[src/rtl/text_renderer.sv]
// Character-mode pixel generator for the 800x600 path: 8x16 cells fetched from text RAM
// and font ROM, three pix_en strobes from timing inputs to colour/sync outputs.
module text_renderer #(
    parameter int COLS         = 100,
    parameter int ROWS         = 37,
    parameter int BLINK_FRAMES = 30
) (
    input  logic        clk,
    input  logic        nrst,
    input  logic        pix_en,
    input  logic [15:0] hcount,
    input  logic [15:0] vcount,
    input  logic        hvis,
    input  logic        vvis,
    input  logic        hsync_in,
    input  logic        vsync_in,
    output logic        text_re,
    output logic [11:0] text_addr,
    input  logic [15:0] text_data,
    output logic        font_re,
    output logic [11:0] font_addr,
    input  logic [7:0]  font_data,
    input  logic        cursor_en,
    input  logic [6:0]  cursor_col,
    input  logic [5:0]  cursor_row,
    output logic [3:0]  colour,
    output logic        hsync_out,
    output logic        vsync_out,
    output logic        vis_out
);

    localparam int BW = (BLINK_FRAMES > 1) ? $clog2(BLINK_FRAMES) : 1;
    localparam logic [BW-1:0] BLINK_LAST = BW'(BLINK_FRAMES - 1);

    function automatic logic [3:0] pick_colour(input logic in_text, input logic pixel,
                                               input logic [3:0] fg, input logic [3:0] bg);
        if (!in_text)
            return 4'd0;
        return pixel ? fg : bg;
    endfunction

    logic [12:0] col;
    logic [11:0] row;
    logic [3:0]  line;
    logic        in_text;
    logic        hit;

    logic        vld_p0, vis_p0, hs_p0, vs_p0, hit_p0;
    logic [2:0]  xbit_p0;
    logic [3:0]  line_p0;

    logic        vld_p1, vis_p1, hs_p1, vs_p1, hit_p1;
    logic [2:0]  xbit_p1;
    logic [3:0]  fg_p1, bg_p1;

    logic [3:0]  colour_p2;
    logic        vis_p2, hs_p2, vs_p2;

    logic [BW-1:0] blink_cnt;
    logic          blink_phase;
    logic          pixel;

    // Stage 0: cell coordinates, text RAM request
    assign col     = hcount[15:3];
    assign row     = vcount[15:4];
    assign line    = vcount[3:0];
    assign in_text = hvis & vvis & (row < 12'(ROWS)) & (col < 13'(COLS));
    assign hit     = cursor_en & (col == {6'd0, cursor_col}) & (row == {6'd0, cursor_row})
                     & (line >= 4'd14);

    assign text_re   = pix_en & ~nrst & in_text;
    assign text_addr = row * 12'(COLS) + col[11:0];

    // Stage 1: attribute word arrives, font ROM request
    assign font_re   = pix_en & ~nrst & vld_p0;
    assign font_addr = {text_data[7:0], line_p0};

    // Stage 2: glyph row arrives, pixel select
    assign pixel = font_data[3'd7 - xbit_p1] | (hit_p1 & blink_phase);

    always_ff @(posedge clk) begin
        if (nrst) begin
            vld_p0    <= 1'b0;
            vis_p0    <= 1'b0;
            hs_p0     <= 1'b0;
            vs_p0     <= 1'b0;
            hit_p0    <= 1'b0;
            xbit_p0   <= '0;
            line_p0   <= '0;
            vld_p1    <= 1'b0;
            vis_p1    <= 1'b0;
            hs_p1     <= 1'b0;
            vs_p1     <= 1'b0;
            hit_p1    <= 1'b0;
            xbit_p1   <= '0;
            fg_p1     <= '0;
            bg_p1     <= '0;
            colour_p2 <= '0;
            vis_p2    <= 1'b0;
            hs_p2     <= 1'b0;
            vs_p2     <= 1'b0;
        end else if (pix_en) begin
            vld_p0    <= in_text;
            vis_p0    <= hvis & vvis;
            hs_p0     <= hsync_in;
            vs_p0     <= vsync_in;
            hit_p0    <= hit;
            xbit_p0   <= hcount[2:0];
            line_p0   <= line;

            vld_p1    <= vld_p0;
            vis_p1    <= vis_p0;
            hs_p1     <= hs_p0;
            vs_p1     <= vs_p0;
            hit_p1    <= hit_p0;
            xbit_p1   <= xbit_p0;
            fg_p1     <= text_data[11:8];
            bg_p1     <= text_data[15:12];

            colour_p2 <= pick_colour(vld_p1, pixel, fg_p1, bg_p1);
            vis_p2    <= vis_p1;
            hs_p2     <= hs_p1;
            vs_p2     <= vs_p1;
        end
    end

    // vs_p1 is vs_p0 one strobe earlier, so this catches the stage-0 vsync rising edge
    always_ff @(posedge clk) begin
        if (nrst) begin
            blink_cnt   <= '0;
            blink_phase <= 1'b0;
        end else if (pix_en && vs_p0 && !vs_p1) begin
            if (blink_cnt == BLINK_LAST) begin
                blink_cnt   <= '0;
                blink_phase <= ~blink_phase;
            end else begin
                blink_cnt <= blink_cnt + 1'b1;
            end
        end
    end

    assign colour    = colour_p2;
    assign hsync_out = hs_p2;
    assign vsync_out = vs_p2;
    assign vis_out   = vis_p2;

endmodule

[config.mk]
export PLATFORM = sky130hd
export DESIGN_NAME = text_renderer
export DESIGN_NICKNAME = d
export VERILOG_FILES = /design/src/rtl/text_renderer.sv
export SDC_FILE = /design/constraint.sdc
export NUM_CORES = 1
export LEC_CHECK = 0
export CAP_MARGIN = 5
export CORE_ASPECT_RATIO = 1.25
export CORE_MARGIN = 2
export CORE_UTILIZATION = 40
export CTS_CLUSTER_DIAMETER = 30
export CTS_CLUSTER_SIZE = 25
export DETAILED_ROUTE_END_ITERATION = 6
export GPL_ROUTABILITY_DRIVEN = 0
export PLACE_DENSITY = 0.75
export SETUP_SLACK_MARGIN = 0.1
export SYNTH_ARGS = -nofsm -noshare
export SYNTH_HDL_FRONTEND = slang
export SYNTH_SLANG_ARGS = --single-unit
[constraint.sdc]
create_clock -name clk -period 6.38 [get_ports clk]
set_clock_uncertainty 0.2 [all_clocks]
set_input_delay 1.595 -clock clk [delete_from_list [all_inputs] [get_ports clk]]
set_output_delay 1.595 -clock clk [all_outputs]
set_load 0.05 [all_outputs]
; Yosys cells after proc, flatten, opt, wreduce, memory -nomap -nowiden
; Cells that the tools add are included.
[totals]
reg_bits = 41
input_bits = 77
out_inout_bits = 33
word_cells = 58
[classes]
n_addsub = 3
mul = 1
n_lt_le_gt_ge = 4
n_eq_ne = 3
n_mux = 9
bitwise = 13
reduce_logical = 4
[ops]
columns = op, n
row1 = equality test 13 x 7 -> 1 bit, 1
row2 = "less-than comparator 13 x 7 -> 1 bit, second input constant", 1
row3 = adder 12 bit, 1
row4 = equality test 12 x 6 -> 1 bit, 1
row5 = "less-than comparator 12 x 6 -> 1 bit, second input constant", 1
row6 = "multiplier 12 x 5 -> 10 bit, second input constant", 1
row7 = two-way mux 4 bit, 3
row8 = bitwise AND 1 bit, 10
row9 = "adder 5 x 1 -> 5 bit, second input constant", 1
row10 = "equality test 5 bit, second input constant", 1
row11 = two-way mux 5 bit, 1
row12 = "greater-or-equal comparator 4 bit, second input constant", 1
row13 = "less-than comparator 3 x 4 -> 1 bit, second input constant", 1
row14 = two-way mux 1 bit, 4
row15 = binary-select mux 1 bit (select 3 bit), 1
row16 = "subtractor 3 bit, first input constant", 1
row17 = logical AND 1 bit, 2
row18 = NOT 1 bit, 2
row19 = AND reduction 2 bit, 1
row20 = logical NOT 1 bit, 1
row21 = OR 1 bit, 1

; Logic depth before layout (Yosys ltp)
; Gate-level depths: netlist of run 1.
[logic_depth]
ltp_word = 6
depth_mapped = 14

; Least setup slack after synthesis of run 1
; OpenSTA, ideal clock, no wires.
[synth_path]
path_kind = input port to output port
from = input port vcount[7]
to = output port text_addr[11]
t_arrival_ns = 4.905
required_ns = 4.585
setup_slack_ns = -0.320
path_stages = 13
path_buffers = 0
path_cell_list = inv_1 > ha_1 > inv_1 > ha_1 > fa_1 > ha_1 > xnor2_1 > ha_1 > a21oi_1 > nand3_1 > o21ai_0 > o21ai_0 > xnor2_1
[synth_between]
elab_chain_cells = 2
[synth_rtl]
columns = element, line
row1 = start: declaration, 12  ; input logic [15:0] vcount,
row2 = multiplier 12 x 5 -> 10 bit, 72  ; assign text_addr = row * 12'(COLS) + col[11:0];
row3 = adder 12 bit, 72
row4 = end: declaration, 18  ; output logic [11:0] text_addr,
; No other way between the ends.

; Worst setup path in the final report of run 1
[layout_path]
from = input port vcount[9]
to = output port text_addr[11]
; The elaborated chain is that of the path after synthesis.

==> results of run 1 <==
==> flip-flops by register name, summed over array words and instances, names as in the netlist, 3 cells and up <==
signal	count
line_p0	4
bg_p1	4
colour	4
blink_cnt	5
fg_p1	4
xbit_p0	3
xbit_p1	3
==> synth_stat cells <==
cell type / instances / area share
xor2_1: 19 / 0.060
clkbuf_1: 7 / 0.0095
o21ai_0: 8 / 0.014
inv_1: 26 / 0.035
o21bai_1: 1 / 0.0027
o311ai_0: 1 / 0.0032
dfxtp_1: 41 / 0.30
nor2_1: 36 / 0.049
nand2_1: 16 / 0.022
a221o_1: 1 / 0.0036
buf_1: 1 / 0.0014
xnor2_1: 16 / 0.051
nor3_1: 2 / 0.0036
and3_1: 2 / 0.0045
a21o_1: 4 / 0.011
nand3_1: 6 / 0.011
fa_1: 5 / 0.036
nand4_1: 3 / 0.0068
and3b_1: 1 / 0.0032
buf_4: 10 / 0.027
ha_1: 31 / 0.14
mux4_1: 1 / 0.0095
mux2i_1: 31 / 0.11
mux4_2: 1 / 0.0081
buf_2: 1 / 0.0018
a31oi_1: 1 / 0.0023
nand3b_1: 1 / 0.0027
nor2b_1: 4 / 0.0091
nand2b_1: 5 / 0.011
a21oi_1: 11 / 0.020
a211oi_1: 2 / 0.0054
or2_2: 1 / 0.0023
nor4_1: 6 / 0.014
o21ai_1: 4 / 0.0072
and2_1: 1 / 0.0023
==> worst reg2reg max path: stages (launching register included) <==
cell	delay (ns)
dfxtp_1	0.39
mux4_2	0.51
nor2b_1	0.14
a221o_1	0.37
mux2i_1	0.19
o21ai_1	0.07
==> how the worst max path moves through the flow <==
stage                     startpoint            end  cells after the start
final                      vcount[9]  text_addr[11]                     14
after global routing       vcount[9]  text_addr[11]                     14
after CTS                  vcount[9]  text_addr[11]                     14
after detailed placement   vcount[7]  text_addr[11]                     15
after global placement     vcount[7]  text_addr[11]                     15
after floorplan            vcount[7]  text_addr[11]                     13
==> through the flow <==
stage	utilization	instance area [sq um]	hold WS (ns)	setup TNS [ns]	power (mW)
3_5_place_dp	0.592	3910	0.243	-1.47	0.966
2_1_floorplan	-	2780	0.240	-0.0651	0.665
6_report	0.644	4250	0.256	0	1.27
4_1_cts	0.625	4130	0.256	0	1.19
3_3_place_gp	0.592	3910	0.248	-1.39	0.962
5_1_grt	0.644	4250	0.289	0	1.33
==> layer usage <==
metal | share of wire | vias up
met3 | 0.080 | 23
met1 | 0.38 | 1146
met5 | 0 | -
li1 | - | 1230
met2 | 0.51 | 96
met4 | 0.029 | 0
==> logic make-up after synthesis <==
| family | share of synthesized area |
|---|---|
| adders and majority gates | 0.177 |
| and+or+nand+nor | 0.141 |
| xor gates and xnor gates | 0.111 |
| AOI/OAI and AO/OA | 0.0697 |
| muxes | 0.130 |
| buffers and inverters | 0.0751 |
| DFF | 0.297 |
==> area by class of cell <==
type,instances,share of cell area
sequential,41,0.193
clock inverter,1,0.00177
timing repair buffer,118,0.268
clock buffer,6,0.0194
inverter,26,0.0229
tap,87,0.0256
multi-input combinational,221,0.469
==> where the power goes <==
| group | internal, mW | switching (mW) | total [mW] |
|---|---|---|---|
| registers | 0.264 | 0.00527 | 0.270 |
| logic | 0.418 | 0.416 | 0.834 |
| clock network | 0.0854 | 0.0837 | 0.169 |
| total | 0.768 | 0.505 | 1.27 |
==> what timing repair did <==
item                                    CTS  global route
resized for setup                        34            24
pin swaps                                11            11
setup buffers                             2             1
endpoints found under the setup margin    5             4
==> flow_metrics.tcl, run 1 <==
set metrics [dict create \
    maxCapViolCount 0 \
    start_util 0.418 \
    cp-start-kind "input port" \
    ctsHoldBuffers 0 \
    drt_iter0_markers 63 \
    ys_warn_count 0 \
    critPathRequiredTime_ns 4.59 \
    ios 110 \
    slowest_delay_ns 0.50 \
    rr_endpoint "colour[3]" \
    power_leakage_nw 1.84 \
    ctsHtreeMaxLevel 2 \
    final_common_cell "clkdlybuf4s50_1" \
    drive_above_1_share 0.186 \
    hold_viol 0 \
    p_per_area_mw_per_mm2 299 \
    slew_violations 0 \
    r2r_cells 5 \
    wl_per_cell_um 14.8 \
    seq_area_frac_synth 0.297 \
    clock_path_buffers 2 \
    nets 526 \
    dpl.hpwl_um 5470 \
    holdPathStages 2 \
    cts_num_sinks 41 \
    relSlewSlack 0.621 \
    hold_path_class "flip-flop to flip-flop" \
    arrival_ns 4.45 \
    syn_avg_cell_area_sq_um 9.00 \
    top_usage_layer "met2" \
    r2r-start "xbit_p1[0]" \
    multi_input_area_sq_mm 0.00200 \
    crit_type "input port to output port" \
    place_inst 490 \
    cp_num_buf_inv 5 \
    syn_nets 420 \
    period_needed_ns 6.25 \
    cp_cell_sequence "clkdlybuf4s50_1 > ha_1 > inv_1 > ha_1 > inv_1 > fa_1 > inv_1 > ha_4 > xnor2_2 > ha_4 > a21oi_2 > o21ai_2 > xnor2_2 > buf_12" \
    ff_latch_area_sq_um 821 \
    grt.overflow.total 0 \
    clkTransAtPathRegs_ns 0.07 \
    use_met2 0.343 \
    critPathTopFamily "adder cells" \
    crit_path_end_kind "output port" \
    ant_nets 0 \
    vias 2495 \
    cp_max_fo 3 \
    fmax_mhz 160 \
    numCtsBuffers 5 \
    die-area_sq_mm 0.00759 \
    coreArea_sq_mm 0.00661 \
    cts_tree "done" \
    final_cell_mix "80 x clkdlybuf4s50_1, 41 x dfxtp_1, 36 x nor2_1" \
    setup_viol 0 \
    track_usage 0.191 \
    firstDrtPassIters 4 \
    r2r_setup_slack_ns 4.41 \
    outcome "completed" \
    rsz0062_at_grt "yes" \
    cts_root_buf "clkbuf_8" \
    grtUsageMet3 0.0597 \
    synth_cells 307 \
    critPathSlowestCell "fa_1" \
    drt-total-wl_um 7390 \
    rows 33 \
    grt_max_degree 35 \
    syn2layout_area_growth_pct 53.9 \
    path_common_cell "inv_1" \
    via_per_inst 4.99 \
    grt_pass1_vias 2697 \
    hp-start "colour[2]" \
    layout.cells.non_filler 500 \
    worst_pin_slew_ns 0.563 \
    grt_pass1_wl_um 11800 \
    period_share 0.979 \
    drcViolationCount 0 \
    vdd_drop_max_v 0.000603 \
    insertion_delay_ns 0.29 \
    antenna-diode-count 0 \
    use_met1 0.204 \
    pre_cts_ws_ns -0.462 \
    ys_seq_elements 41 \
    synth_cell_types 35 \
    chipHeight_um 96.9 \
    dieWidth_um 78.4 \
    fillers 534 \
    antenna_found_initial 0 \
    numPortBuffers 93 \
    syn_area_sq_mm 0.00276 \
    setup_slack_ns 0.134 \
    min_to "colour[2]" \
]
No activity file was read; power rests on OpenSTA's default activity.
==> run 2: changes to the inputs <==
--- a/config.mk
+++ b/config.mk
@@ -13,8 +13,7 @@
 export CTS_CLUSTER_SIZE = 25
 export DETAILED_ROUTE_END_ITERATION = 6
 export GPL_ROUTABILITY_DRIVEN = 0
-export PLACE_DENSITY = 0.75
-export SETUP_SLACK_MARGIN = 0.1
+export PLACE_DENSITY = 0.86
 export SYNTH_ARGS = -nofsm -noshare
 export SYNTH_HDL_FRONTEND = slang
 export SYNTH_SLANG_ARGS = --single-unit
==> flow_metrics.tcl, run 2 (same netlist as run 1, synthesis figures left out) <==
set metrics [dict create \
    outcome "complete, but fails checks" \
    failed_checks "negative setup slack" \
    finalSetupTns_ns -0.370 \
    setup.worst_path.end "text_addr[9]" \
    regMostFlops "blink_cnt" \
    place_inst 488 \
    path_common_cell "ha_1" \
    crit_path_end_kind "output port" \
    crit_type "input port to output port" \
    final_cell_mix "79 x clkdlybuf4s50_1, 41 x dfxtp_1, 36 x nor2_1" \
    switching_share 0.404 \
    cp_max_fo 4 \
    power_leakage_nw 1.85 \
    rows 33 \
    layout.cells.non_filler 498 \
    p_per_area_mw_per_mm2 304 \
    drt_iter0_markers 111 \
    cts_root_buf "clkbuf_8" \
    switchingPower_mw 0.516 \
    drt-total-wl_um 8230 \
    period_share 1.03 \
    period_needed_ns 6.54 \
    clock_power_share 0.144 \
    antenna_found_initial 0 \
    crit_start "vcount[4]" \
    final_common_cell "clkdlybuf4s50_1" \
    fillers 529 \
    hold_path_class "flip-flop to flip-flop" \
    wl_per_cell_um 16.5 \
    slowest_delay_ns 0.56 \
    largest_register_ffs 5 \
    coreArea_sq_mm 0.00661 \
    combinationalPowerShare 0.644 \
    drcViolationCount 0 \
    internal_power_mw 0.761 \
    drive_above_1_share 0.168 \
    fin_area_sq_mm 0.00421 \
    slew_violations 0 \
    critPathRequiredTime_ns 4.59 \
    vias 2576 \
    via_per_inst 5.17 \
    firstDrtPassIters 5 \
    utilization 0.637 \
    vdd_drop_max_v 0.000691 \
    ctsHoldBuffers 0 \
    cts_num_sinks 41 \
    r2r_cells 5 \
    hold_viol 0 \
    insertion_delay_ns 0.29 \
    maxCapViolCount 0 \
    worst_pin_slew_ns 0.532 \
    grt_pass1_wl_um 12200 \
    chipHeight_um 96.9 \
    rr_endpoint "colour[1]" \
    clock_path_buffers 2 \
    dpl_cell_area_sq_mm 0.00390 \
    cp-start-kind "input port" \
    hp-start "colour[3]" \
    numCtsBuffers 5 \
    antenna-diode-count 0 \
    clkTransAtPathRegs_ns 0.08 \
    dpl.hpwl_um 5750 \
    grt_max_degree 35 \
    cts_tree "done" \
    nets 523 \
    r2r_setup_slack_ns 4.33 \
    r2r-start "xbit_p1[0]" \
    ff_latch_area_sq_um 821 \
    numPortBuffers 93 \
    arrival_ns 4.75 \
    grt.overflow.total 0 \
    p_seq_frac 0.211 \
    multi_input_area_sq_mm 0.00195 \
    critPathSlowestCell "fa_2" \
    track_usage 0.201 \
    p_total_mw 1.28 \
    fmax_mhz 153 \
    ios 110 \
    start_util 0.418 \
    die-area_sq_mm 0.00759 \
    setup_slack_ns -0.161 \
    ctsHtreeMaxLevel 2 \
    syn2layout_area_growth_pct 52.2 \
    grt_pass1_vias 2691 \
    setup_viol 4 \
    cp_cell_sequence "clkdlybuf4s15_2 > inv_1 > ha_1 > ha_1 > ha_1 > inv_1 > fa_2 > inv_1 > ha_1 > nand2_1 > o21ai_1 > o21ai_2 > buf_4 > xnor2_2 > buf_12" \
    ant_nets 0 \
    dieWidth_um 78.4 \
    relSlewSlack 0.644 \
]
==> run 2: through the flow <==
stage | hold WS [ns] | setup WS [ns]
6_report | 0.251 | -0.161
2_1_floorplan | 0.240 | -0.0438
3_5_place_dp | 0.245 | -0.515
5_1_grt | 0.295 | -0.182
3_3_place_gp | 0.239 | -0.392
4_1_cts | 0.255 | 0.00631
==> run 2: worst min-delay path by stage <==
stage                      to  slack, ns  cells past startpoint
floorplan              vld_p0       0.24                      1
global placement    colour[3]       0.24                      2
detailed placement  colour[3]       0.24                      2
CTS                 colour[3]       0.25                      2
global route        colour[3]       0.29                      2
finish              colour[3]       0.25                      2
==> run 2: layout make-up <==
cell class / count / area share
Inverter: 26 / 0.0232
Clock inverter: 1 / 0.00119
Clock buffer: 7 / 0.0229
Timing Repair Buffer: 115 / 0.267
Tap cell: 87 / 0.0259
Sequential cell: 41 / 0.195
Multi-Input combinational cell: 221 / 0.464
==> run 2: routing by layer <==
metal	vias to the layer above	global-route usage	wire (um)
met3	24	0.0466	469
met1	1210	0.207	2970
met5	-	0	0
met2	116	0.387	4500
met4	0	0.0702	288
li1	1226	-	-
==> run 2: power groups by stage <==
| stage | Combinational [mW] | Clock, mW | Sequential (mW) |
|---|---|---|---|
| finish | 0.823 | 0.184 | 0.270 |
| global route | 0.859 | 0.199 | 0.271 |
| CTS | 0.726 | 0.187 | 0.270 |
| detailed placement | 0.687 | 0 | 0.276 |
| global placement | 0.678 | 0 | 0.275 |
| floorplan | 0.385 | 0 | 0.280 |
==> run 2: worst max-delay path: cells and delay by family <==
family	cells	cell delay, ns
AO/OA/AOI/OAI	2	0.35
AND/OR/NAND/NOR	1	0.06
XOR/XNOR	1	0.24
buffers and inverters	6	0.83
adder cells (fa/ha/maj)	5	1.67
==> run 2: repair_timing <==
item                       CTS  global route
cloned                       0             0
setup endpoints to repair    5             4
setup buffers                2             0
gates resized for setup     28            24
hold endpoints to repair     0             0
pin swaps                   13            19
==> run 3: changes to the inputs <==
--- a/config.mk
+++ b/config.mk
@@ -8,12 +8,13 @@
 export CAP_MARGIN = 5
 export CORE_ASPECT_RATIO = 1.25
 export CORE_MARGIN = 2
-export CORE_UTILIZATION = 40
+export CORE_UTILIZATION = 30
 export CTS_CLUSTER_DIAMETER = 30
 export CTS_CLUSTER_SIZE = 25
 export DETAILED_ROUTE_END_ITERATION = 6
 export GPL_ROUTABILITY_DRIVEN = 0
-export PLACE_DENSITY = 0.86
+export PLACE_DENSITY = 0.7
+export SLEW_MARGIN = 25
 export SYNTH_ARGS = -nofsm -noshare
 export SYNTH_HDL_FRONTEND = slang
 export SYNTH_SLANG_ARGS = --single-unit
==> flow_metrics.tcl, run 3 (same netlist as run 1, synthesis figures left out) <==
set metrics [dict create \
    outcome "completed" \
    chipHeight_um 111 \
    antenna-diode-count 0 \
    dieWidth_um 89.9 \
    final_common_cell "clkdlybuf4s50_1" \
    maxCapViolCount 0 \
    crit_path_end_kind "output port" \
    via_per_inst 4.67 \
    syn2layout_area_growth_pct 59.3 \
    cp-start-kind "input port" \
    slew_violations 0 \
    critPathRequiredTime_ns 4.59 \
    coreArea_sq_mm 0.00903 \
    cts_root_buf "clkbuf_16" \
    ctsHtreeMaxLevel 2 \
    die-area_sq_mm 0.0100 \
    worst_pin_slew_ns 0.619 \
    drt_iter0_markers 56 \
    drt-total-wl_um 7840 \
    hold_viol 0 \
    fin_area_sq_mm 0.00440 \
    top_layer_used "met4" \
    cts_num_sinks 41 \
    numCtsBuffers 5 \
    dpl_cell_area_sq_mm 0.00397 \
    ios 110 \
    arrival_ns 4.51 \
    wl_met3_um 520 \
    dpl.hpwl_um 5820 \
    regMostFlops "blink_cnt" \
    track_usage 0.149 \
    fillers 817 \
    drcViolationCount 0 \
    nets 527 \
    p_per_area_mw_per_mm2 309 \
    final_cell_mix "79 x clkdlybuf4s50_1, 41 x dfxtp_1, 36 x nor2_1" \
    drive_above_1_share 0.195 \
    vias 2513 \
    rows 39 \
    clock_path_buffers 2 \
    cts_tree "done" \
    cp_max_fo 4 \
    crit_type "input port to output port" \
    period_share 0.989 \
    power_leakage_nw 1.90 \
    antenna_found_initial 0 \
    hold_path_class "flip-flop to flip-flop" \
    ant_nets 0 \
    place_inst 527 \
    drt-met1-wl_um 3030 \
    vdd_drop_max_v 0.000521 \
    wl_per_cell_um 14.6 \
    numPortBuffers 93 \
    layout.cells.non_filler 538 \
    ctsHoldBuffers 0 \
    start_util 0.306 \
    period_needed_ns 6.31 \
    grt_pass1_wl_um 12200 \
    relSlewSlack 0.583 \
    clkTransAtPathRegs_ns 0.05 \
    grt_max_degree 35 \
    setup_viol 0 \
    dr_wl_met2_um 4140 \
    grt.overflow.total 0 \
    largest_register_ffs 5 \
    fmax_mhz 159 \
    firstDrtPassIters 4 \
    grt_pass1_vias 2725 \
    insertion_delay_ns 0.28 \
]
-- run 3: where the power goes --
part           internal (mW)  switching [mW]  leakage (nW)
registers              0.265         0.00526         0.334
clock network          0.143          0.0918        0.0706
logic                  0.428           0.427          1.49
-- run 3: stage by stage --
step	setup TNS [ns]	power (mW)	utilization	hold WS [ns]	setup WS, ns
3_5_place_dp	-1.74	0.970	0.439	0.242	-0.554
3_3_place_gp	-1.42	0.964	0.439	0.239	-0.430
6_report	0	1.36	0.488	0.244	0.0724
4_1_cts	0	1.27	0.470	0.250	0.0211
5_1_grt	-0.0645	1.43	0.488	0.290	-0.0645
2_1_floorplan	-0.0651	0.665	-	0.240	-0.0438
-- run 3: final cells by class --
| type | count | area (sq um) | area share |
|---|---|---|---|
| clock buffers | 6 | 129 | 0.0293 |
| clock inverters | 2 | 10.0 | 0.00227 |
| inverters | 26 | 97.6 | 0.0222 |
| multi-input cells | 221 | 2040 | 0.464 |
| flip-flops and latches | 41 | 821 | 0.186 |
| well taps | 123 | 154 | 0.0349 |
| repair buffers | 119 | 1150 | 0.261 |
-- run 3: critical path, cell delays in order --
cell	delay, ns
buf_2	0.15
ha_4	0.28
inv_2	0.04
ha_4	0.26
fa_1	0.45
ha_4	0.30
a21o_1	0.21
a21oi_4	0.18
xnor2_4	0.14
ha_4	0.23
a21oi_2	0.18
o21ai_2	0.11
xnor2_2	0.21
buf_12	0.17
-- run 3: path summary, 6_finish.rpt --
kind	slack, ns	end	startpoint	cells after the start
setup / recovery	0.07	text_addr[11]	vcount[6]	14
hold / removal	0.24	colour[0]	colour[0]	2
setup reg to reg	4.38	colour[1]	xbit_p1[0]	5
hold reg to reg	0.24	colour[0]	colour[0]	2
-- run 3: timing repair --
action	4_1_cts	5_1_grt
setup buffers	2	1
resized for setup	34	28
pin swaps	12	17
setup endpoints to repair	5	4
-- run 3: routing by layer --
| metal | GRT usage | up-vias |
|---|---|---|
| li1 | - | 1238 |
| met1 | 0.157 | 1171 |
| met3 | 0.0435 | 14 |
| met5 | 0 | - |
| met4 | 0.0533 | 0 |
| met2 | 0.281 | 90 |
